==> config.mk <==
export PLATFORM = sky130hd
export DESIGN_NAME = uart_rx_flat
export DESIGN_NICKNAME = d
export VERILOG_FILES = /design/src/rtl/uart_pkg.sv /design/src/rtl/uart_rx_if.sv /design/src/rtl/uart_baud_gen.sv /design/src/rtl/uart_rx.sv /design/src/flat_wrapper.sv
export SDC_FILE = /design/constraint.sdc
export NUM_CORES = 1
export LEC_CHECK = 0
export ABC_AREA = 1
export CELL_PAD_IN_SITES_DETAIL_PLACEMENT = 0
export CELL_PAD_IN_SITES_GLOBAL_PLACEMENT = 2
export CORE_ASPECT_RATIO = 1.75
export CORE_MARGIN = 2
export CORE_UTILIZATION = 30
export DETAILED_ROUTE_END_ITERATION = 6
export PLACE_DENSITY = 0.7
export SYNTH_ARGS = -nofsm -noshare
export SYNTH_HDL_FRONTEND = slang
export SYNTH_SLANG_ARGS = --single-unit
==> constraint.sdc <==
create_clock -name clock50 -period 1.64 [get_ports clock50]
set_clock_uncertainty 0.1 [all_clocks]
set_input_delay 0.41 -clock clock50 [delete_from_list [all_inputs] [get_ports clock50]]
set_output_delay 0.41 -clock clock50 [all_outputs]
set_load 0.005 [all_outputs]
==> src/rtl/uart_pkg.sv <==
// Shared types and constants for the board UART.
// The accumulator increment is common to the receiver and the transmitter rate generator.
package uart_pkg;

    typedef enum logic [1:0] {
        IDLE,
        START,
        DATA,
        STOP
    } rx_state_t;

    localparam int OVS          = 16;
    localparam int OVS_MID      = 7;
    localparam int DATA_BITS    = 8;
    localparam int UART_ACC_INC = 2416;

endpackage

==> src/rtl/uart_rx_if.sv <==
// Received-byte stream: valid/ready handshake plus the receiver status flags.
// The receiver drives through master; the consumer uses slave.
interface uart_rx_if;

    logic [uart_pkg::DATA_BITS-1:0] data;
    logic                           valid;
    logic                           ready;
    logic                           framing_error;
    logic                           overrun;

    modport master (
        output data, valid, framing_error, overrun,
        input  ready
    );

    modport slave (
        input  data, valid, framing_error, overrun,
        output ready
    );

endinterface

==> src/rtl/uart_baud_gen.sv <==
// Phase accumulator producing the 16x oversampling tick from its carry-out.
// A synchronous clear re-phases the tick to an accepted start edge.
module uart_baud_gen
    import uart_pkg::*;
#(
    parameter int ACC_WIDTH = 16,
    parameter int OVS_INC   = UART_ACC_INC
) (
    input  logic clock50,
    input  logic reset,
    input  logic clear,
    output logic tick
);

    logic [ACC_WIDTH-1:0] acc;
    logic [ACC_WIDTH:0]   sum;

    assign sum  = {1'b0, acc} + (ACC_WIDTH + 1)'(OVS_INC);
    assign tick = sum[ACC_WIDTH];

    // NOTE: state uses <= so every flop reads pre-edge values; = would race with other readers.
    always_ff @(posedge clock50) begin
        if (reset || clear) begin
            acc <= '0;
        end else begin
            acc <= sum[ACC_WIDTH-1:0];
        end
    end

endmodule

==> src/rtl/uart_rx.sv <==
// 8N1 receiver: synchroniser, start qualification, centre sampling on a 16x tick,
// and a valid/ready output with framing-error pulse and sticky overrun.
module uart_rx
    import uart_pkg::*;
#(
    parameter int ACC_WIDTH = 16,
    parameter int OVS_INC   = UART_ACC_INC
) (
    input  logic      clock50,
    input  logic      reset,
    input  logic      rx,
    uart_rx_if.master stream
);

    logic                 rx_meta;
    logic                 rx_s;
    logic [1:0]           settle;
    logic                 armed;
    logic                 tick;
    logic                 start_accept;
    rx_state_t            state;
    logic [3:0]           tcnt;
    logic [2:0]           bitcnt;
    logic [DATA_BITS-1:0] shreg;

    assign start_accept = (state == IDLE) && !rx_s && armed;

    uart_baud_gen #(
        .ACC_WIDTH (ACC_WIDTH),
        .OVS_INC   (OVS_INC)
    ) u_baud_gen (
        .clock50 (clock50),
        .reset   (reset),
        .clear   (start_accept),
        .tick    (tick)
    );

    // A start needs the line seen high once the synchroniser has refilled after reset,
    // so a line held low through reset is never mistaken for a start bit.
    always_ff @(posedge clock50) begin
        if (reset) begin
            rx_meta <= 1'b1;
            rx_s    <= 1'b1;
            settle  <= 2'b00;
            armed   <= 1'b0;
        end else begin
            rx_meta <= rx;
            rx_s    <= rx_meta;
            settle  <= {settle[0], 1'b1};
            if (start_accept) begin
                armed <= 1'b0;
            end else if (settle[1] && rx_s) begin
                armed <= 1'b1;
            end
        end
    end

    always_ff @(posedge clock50) begin
        if (reset) begin
            state                <= IDLE;
            tcnt                 <= '0;
            bitcnt               <= '0;
            shreg                <= '0;
            stream.data          <= '0;
            stream.valid         <= 1'b0;
            stream.framing_error <= 1'b0;
            stream.overrun       <= 1'b0;
        end else begin
            stream.framing_error <= 1'b0;
            if (stream.valid && stream.ready) begin
                stream.valid <= 1'b0;
            end

            case (state)
                IDLE: begin
                    if (start_accept) begin
                        tcnt  <= '0;
                        state <= START;
                    end
                end

                START: begin
                    if (tick) begin
                        if (tcnt == 4'(OVS_MID)) begin
                            if (rx_s) begin
                                state <= IDLE;
                            end else begin
                                tcnt   <= '0;
                                bitcnt <= '0;
                                state  <= DATA;
                            end
                        end else begin
                            tcnt <= tcnt + 4'd1;
                        end
                    end
                end

                DATA: begin
                    if (tick) begin
                        tcnt <= tcnt + 4'd1;
                        if (tcnt == 4'(OVS - 1)) begin
                            shreg  <= {rx_s, shreg[DATA_BITS-1:1]};
                            bitcnt <= bitcnt + 3'd1;
                            if (bitcnt == 3'(DATA_BITS - 1)) begin
                                state <= STOP;
                            end
                        end
                    end
                end

                STOP: begin
                    if (tick) begin
                        tcnt <= tcnt + 4'd1;
                        if (tcnt == 4'(OVS - 1)) begin
                            // A byte landing on a handshake clock replaces the old one without overrun.
                            if (rx_s) begin
                                stream.data  <= shreg;
                                stream.valid <= 1'b1;
                                if (stream.valid && !stream.ready) begin
                                    stream.overrun <= 1'b1;
                                end
                            end else begin
                                stream.framing_error <= 1'b1;
                            end
                            state <= IDLE;
                        end
                    end
                end

                default: state <= IDLE;
            endcase
        end
    end

endmodule

==> src/flat_wrapper.sv <==
// flat-port wrapper written by rule: the top's interface ports become plain ports
module uart_rx_flat import uart_pkg::*;
#(
    parameter int ACC_WIDTH = 16,
    parameter int OVS_INC   = UART_ACC_INC
)
  (clock50, reset, rx, stream_data, stream_valid, stream_framing_error, stream_overrun, stream_ready);
  uart_rx_if stream_i ();
  input  logic clock50;
  input  logic reset;
  input  logic rx;
  output wire logic [$bits(stream_i.data)-1:0] stream_data;
  output wire logic [$bits(stream_i.valid)-1:0] stream_valid;
  output wire logic [$bits(stream_i.framing_error)-1:0] stream_framing_error;
  output wire logic [$bits(stream_i.overrun)-1:0] stream_overrun;
  input wire logic [$bits(stream_i.ready)-1:0] stream_ready;
  assign stream_data = stream_i.data;
  assign stream_valid = stream_i.valid;
  assign stream_framing_error = stream_i.framing_error;
  assign stream_overrun = stream_i.overrun;
  assign stream_i.ready = stream_ready;
  uart_rx #(.ACC_WIDTH(ACC_WIDTH), .OVS_INC(OVS_INC)) u_core (.clock50(clock50), .reset(reset), .rx(rx), .stream(stream_i));
endmodule
==> impl_metrics.sql <==
INSERT INTO impl_metrics (metric_group, metric, value, unit) VALUES
('outcome', 'status', 'completed', ''),
('clock_network', 'tritoncts_clock_tree', 'built', ''),
('logic_synthesis', 'synthSimpleGateAreaFrac', '32.96', '%'),
('timing', 'hold_viol_final', '0', ''),
('hold_path', 'min-delay-path-class', 'register to register', ''),
('logic_synthesis', 'post_synth.cell_area_avg', '7.330', 'um2'),
('logic_synthesis', 'synth_edf_count', '0', ''),
('logic_synthesis', 'syn-instance-count', '276', ''),
('layout', 'antennaDiodeCount', '0', ''),
('pwr', 'peak_vdd_ir', '0.0004850', 'V'),
('job', 'drv_cap', '0', ''),
('place', 'place_hpwl', '3.661', 'mm'),
('critical_path', 'cpMaxStageDelayCell', 'sky130_fd_sc_hd__clkdlybuf4s50_1', ''),
('place', 'dp_slack', '-0.06909', 'ns'),
('detailed_routing', 'top_layer_used', 'met4', ''),
('critical_path', 'capturing_element_type_of_the_critical_path', 'primary output', ''),
('logic_synthesis', 'synth_seq_area_share', '44.53', '%'),
('floorplanning', 'std_cell_rows', '39', ''),
('layout', 'synthToLayoutAreaGrowth', '36.18', '%'),
('layout', 'layout-drive-gt1-share', '24.53', '%'),
('detailed_routing', 'post_drt_via_cell_ratio', '4.431', ''),
('critical_path', 'crit_type', 'register to primary output', ''),
('floorplanning', 'core_outline_area', '0.006539', 'mm2'),
('clock_network', 'clk_tree_root_cell', 'sky130_fd_sc_hd__clkbuf_16', ''),
('critical_path', 'worstPathRequired', '1.13', 'ns'),
('place', 'gpl_congestion', '0.7795', ''),
('pwr', 'power_density', '1010', 'mW/mm2'),
('logic_synthesis', 'synth.net_count', '284', ''),
('critical_path', 'cp_cell_sequence', 'clkdlybuf4s50_1', ''),
('logic_synthesis', 'netlist.area_leader.share', '44.53', '%'),
('grt', 'grt_first_pass_wirelength', '8.259', 'mm'),
('logic_synthesis', 'yosys_warning_total', '0', ''),
('floorplanning', 'initial_core_util', '30.94', '%'),
('detailed_routing', 'met3WireLength', '95', 'um'),
('clock_network', 'worstSkewPairLatency', '0.29', 'ns'),
('logic_synthesis', 'synth_area', '0.002023', 'mm2'),
('critical_path', 'delay_of_the_slowest_cell_on_the_worst_path', '0.48', 'ns'),
('layout', 'final_nets', '329', ''),
('detailed_routing', 'drt-pass1-iter-count', '4', ''),
('place', 'port-buffer-count', '14', ''),
('grt', 'grt.overflow.total', '0', ''),
('timing', 'max_slew_margin', '79.95', '%'),
('logic_synthesis', 'synth_top_flop_cell', 'sky130_fd_sc_hd__dfxtp_1', ''),
('critical_path', 'rrSetupSlack', '0.11', 'ns'),
('critical_path', 'cp_num_buf_inv', '1', ''),
('floorplanning', 'fp.dieW', '66.08', 'um'),
('critical_path', 'critical_path.max_fanout', '1', ''),
('detailed_routing', 'postRouteAntennaNets', '0', ''),
('grt', 'grt_pass1_vias', '1824', ''),
('grt', 'grt_usage', '14.64', '%'),
('detailed_routing', 'detail_route.wl_per_cell', '12.44', 'um'),
('critical_path', 'cp-start-kind', 'register', ''),
('logic_synthesis', 'post_synth_xor_area_fraction', '1.299', '%'),
('timing', 'fmax', '0.6328', 'GHz'),
('detailed_routing', 'dr_total_vias', '1790', ''),
('clock_network', 'clock_path_buffers', '2', ''),
('timing', 'drv_slew', '0', ''),
('critical_path', 'worstPathArrival', '1.07', 'ns'),
('detailed_routing', 'met1_length', '1.889', 'mm'),
('floorplanning', 'die_height', '112.6', 'um'),
('detailed_routing', 'post_detailed_route_drc_marker_count', '0', ''),
('floorplanning', 'dieArea', '0.007443', 'mm2'),
('detailed_routing', 'drtIter0Drc', '70', ''),
('logic_synthesis', 'synth-seq-cells', '45', ''),
('logic_synthesis', 'ys_async_sr_fraction', '0', '%'),
('floorplanning', 'pin_count', '15', ''),
('critical_path', 'timing.critical_path.max_delay_family', 'buffers and inverters', ''),
('logic_synthesis', 'yosys-mux-area-fraction', '0', '%'),
('clock_network', 'clock-sinks', '45', ''),
('detailed_routing', 'met2WireLength', '2.904', 'mm'),
('logic_synthesis', 'synth_area_leaders', 'sky130_fd_sc_hd__dfxtp_1 (45%), sky130_fd_sc_hd__nand2_1 (11%), sky130_fd_sc_hd__nor2_1 (10%)', '');
==> layer usage <==
layer | track usage, % | vias to the layer above
met2 | 27.87 | 20
met4 | 6.531 | 0
met5 | 0 | -
met3 | 2.906 | 10
met1 | 14.53 | 803
li1 | - | 957
==> logic make-up (layout without fill, tap and decap cells) <==
| kind of cell | Yosys count | in the layout |
|---|---|---|
| and+or+nand+nor | 146 | 147 |
| DFF | 45 | 45 |
| buffers and inverters | 41 | 86 |
| AOI/OAI and AO/OA | 37 | 37 |
| adders and majority gates | 4 | 4 |
| xor gates and xnor gates | 3 | 3 |
==> cell usage in the layout, fill, tap and decap left out, drive strengths merged, types with 5 or more instances in the layout <==
cell type	count
nand3	11
dlymetal6s2s	8
clkbuf	6
nand4	5
inv	36
nand2	63
nand3b	5
a21oi	20
nor2	58
buf	28
o21ai	15
dfxtp	45
==> worst paths after layout <==
path,start,to,depth (start not counted)
worst max-delay path,u_core.stream.framing_error,stream_framing_error,1
worst min-delay path,u_core.settle[0],u_core.settle[1],2
worst max register to register,u_core.u_baud_gen.acc[5],u_core.stream.data[7],10
worst min register to register,u_core.settle[0],u_core.settle[1],2
==> stage by stage <==
step	instance area (um2)	cells	power (uW)	hold WS [ns]	util [%]
after floorplan	2023	276	1436	0.2883	-
after global placement	2394	389	1576	0.2943	36.61
after detailed placement	2394	389	1579	0.2979	36.61
after CTS	2577	397	2772	0.3155	39.42
after global routing	2755	404	2908	0.3340	42.14
final	2755	404	2782	0.3116	42.14
==> registers in the layout (all words and copies together) (netlist names), named ones only <==
name / cells
u_core.stream.overrun: 1
u_core.shreg: 8
u_core.rx_meta: 1
u_core.stream.data: 8
u_core.stream.valid: 1
u_core.rx_s: 1
u_core.stream.framing_error: 1
u_core.settle: 2
u_core.bitcnt: 3
u_core.state: 1
u_core.u_baud_gen.acc: 12
u_core.tcnt: 4
u_core.armed: 1
==> layout make-up <==
| class | count | area [um2] |
|---|---|---|
| fillers | 695 | 3784 |
| multi-input cells | 191 | 1055 |
| flip-flops and latches | 45 | 904.6 |
| repair buffers | 42 | 371.6 |
| inverters | 36 | 145.1 |
| clock buffers | 6 | 138.9 |
| well taps | 82 | 102.6 |
| clock inverters | 2 | 37.54 |
==> timing repair <==
| action | CTS | global route |
|---|---|---|
| pin swaps | 0 | 13 |
| buffers inserted | 0 | 6 |
| endpoints found under the hold margin | 0 | 0 |
| hold buffers | 0 | 0 |
| cloned | 0 | 1 |
| endpoints found under the setup margin | 12 | 37 |
| gates resized for setup | 4 | 40 |
==> where the power goes <==
part	switching (uW)	leakage, uW	internal [uW]	total (uW)
clock	424	0.0000831	760	1180
sequential	46.1	0.000367	1150	1190
combinational	237	0.000932	166	403
total	707	0.00138	2070	2780
(Power assumes the default switching activity.)
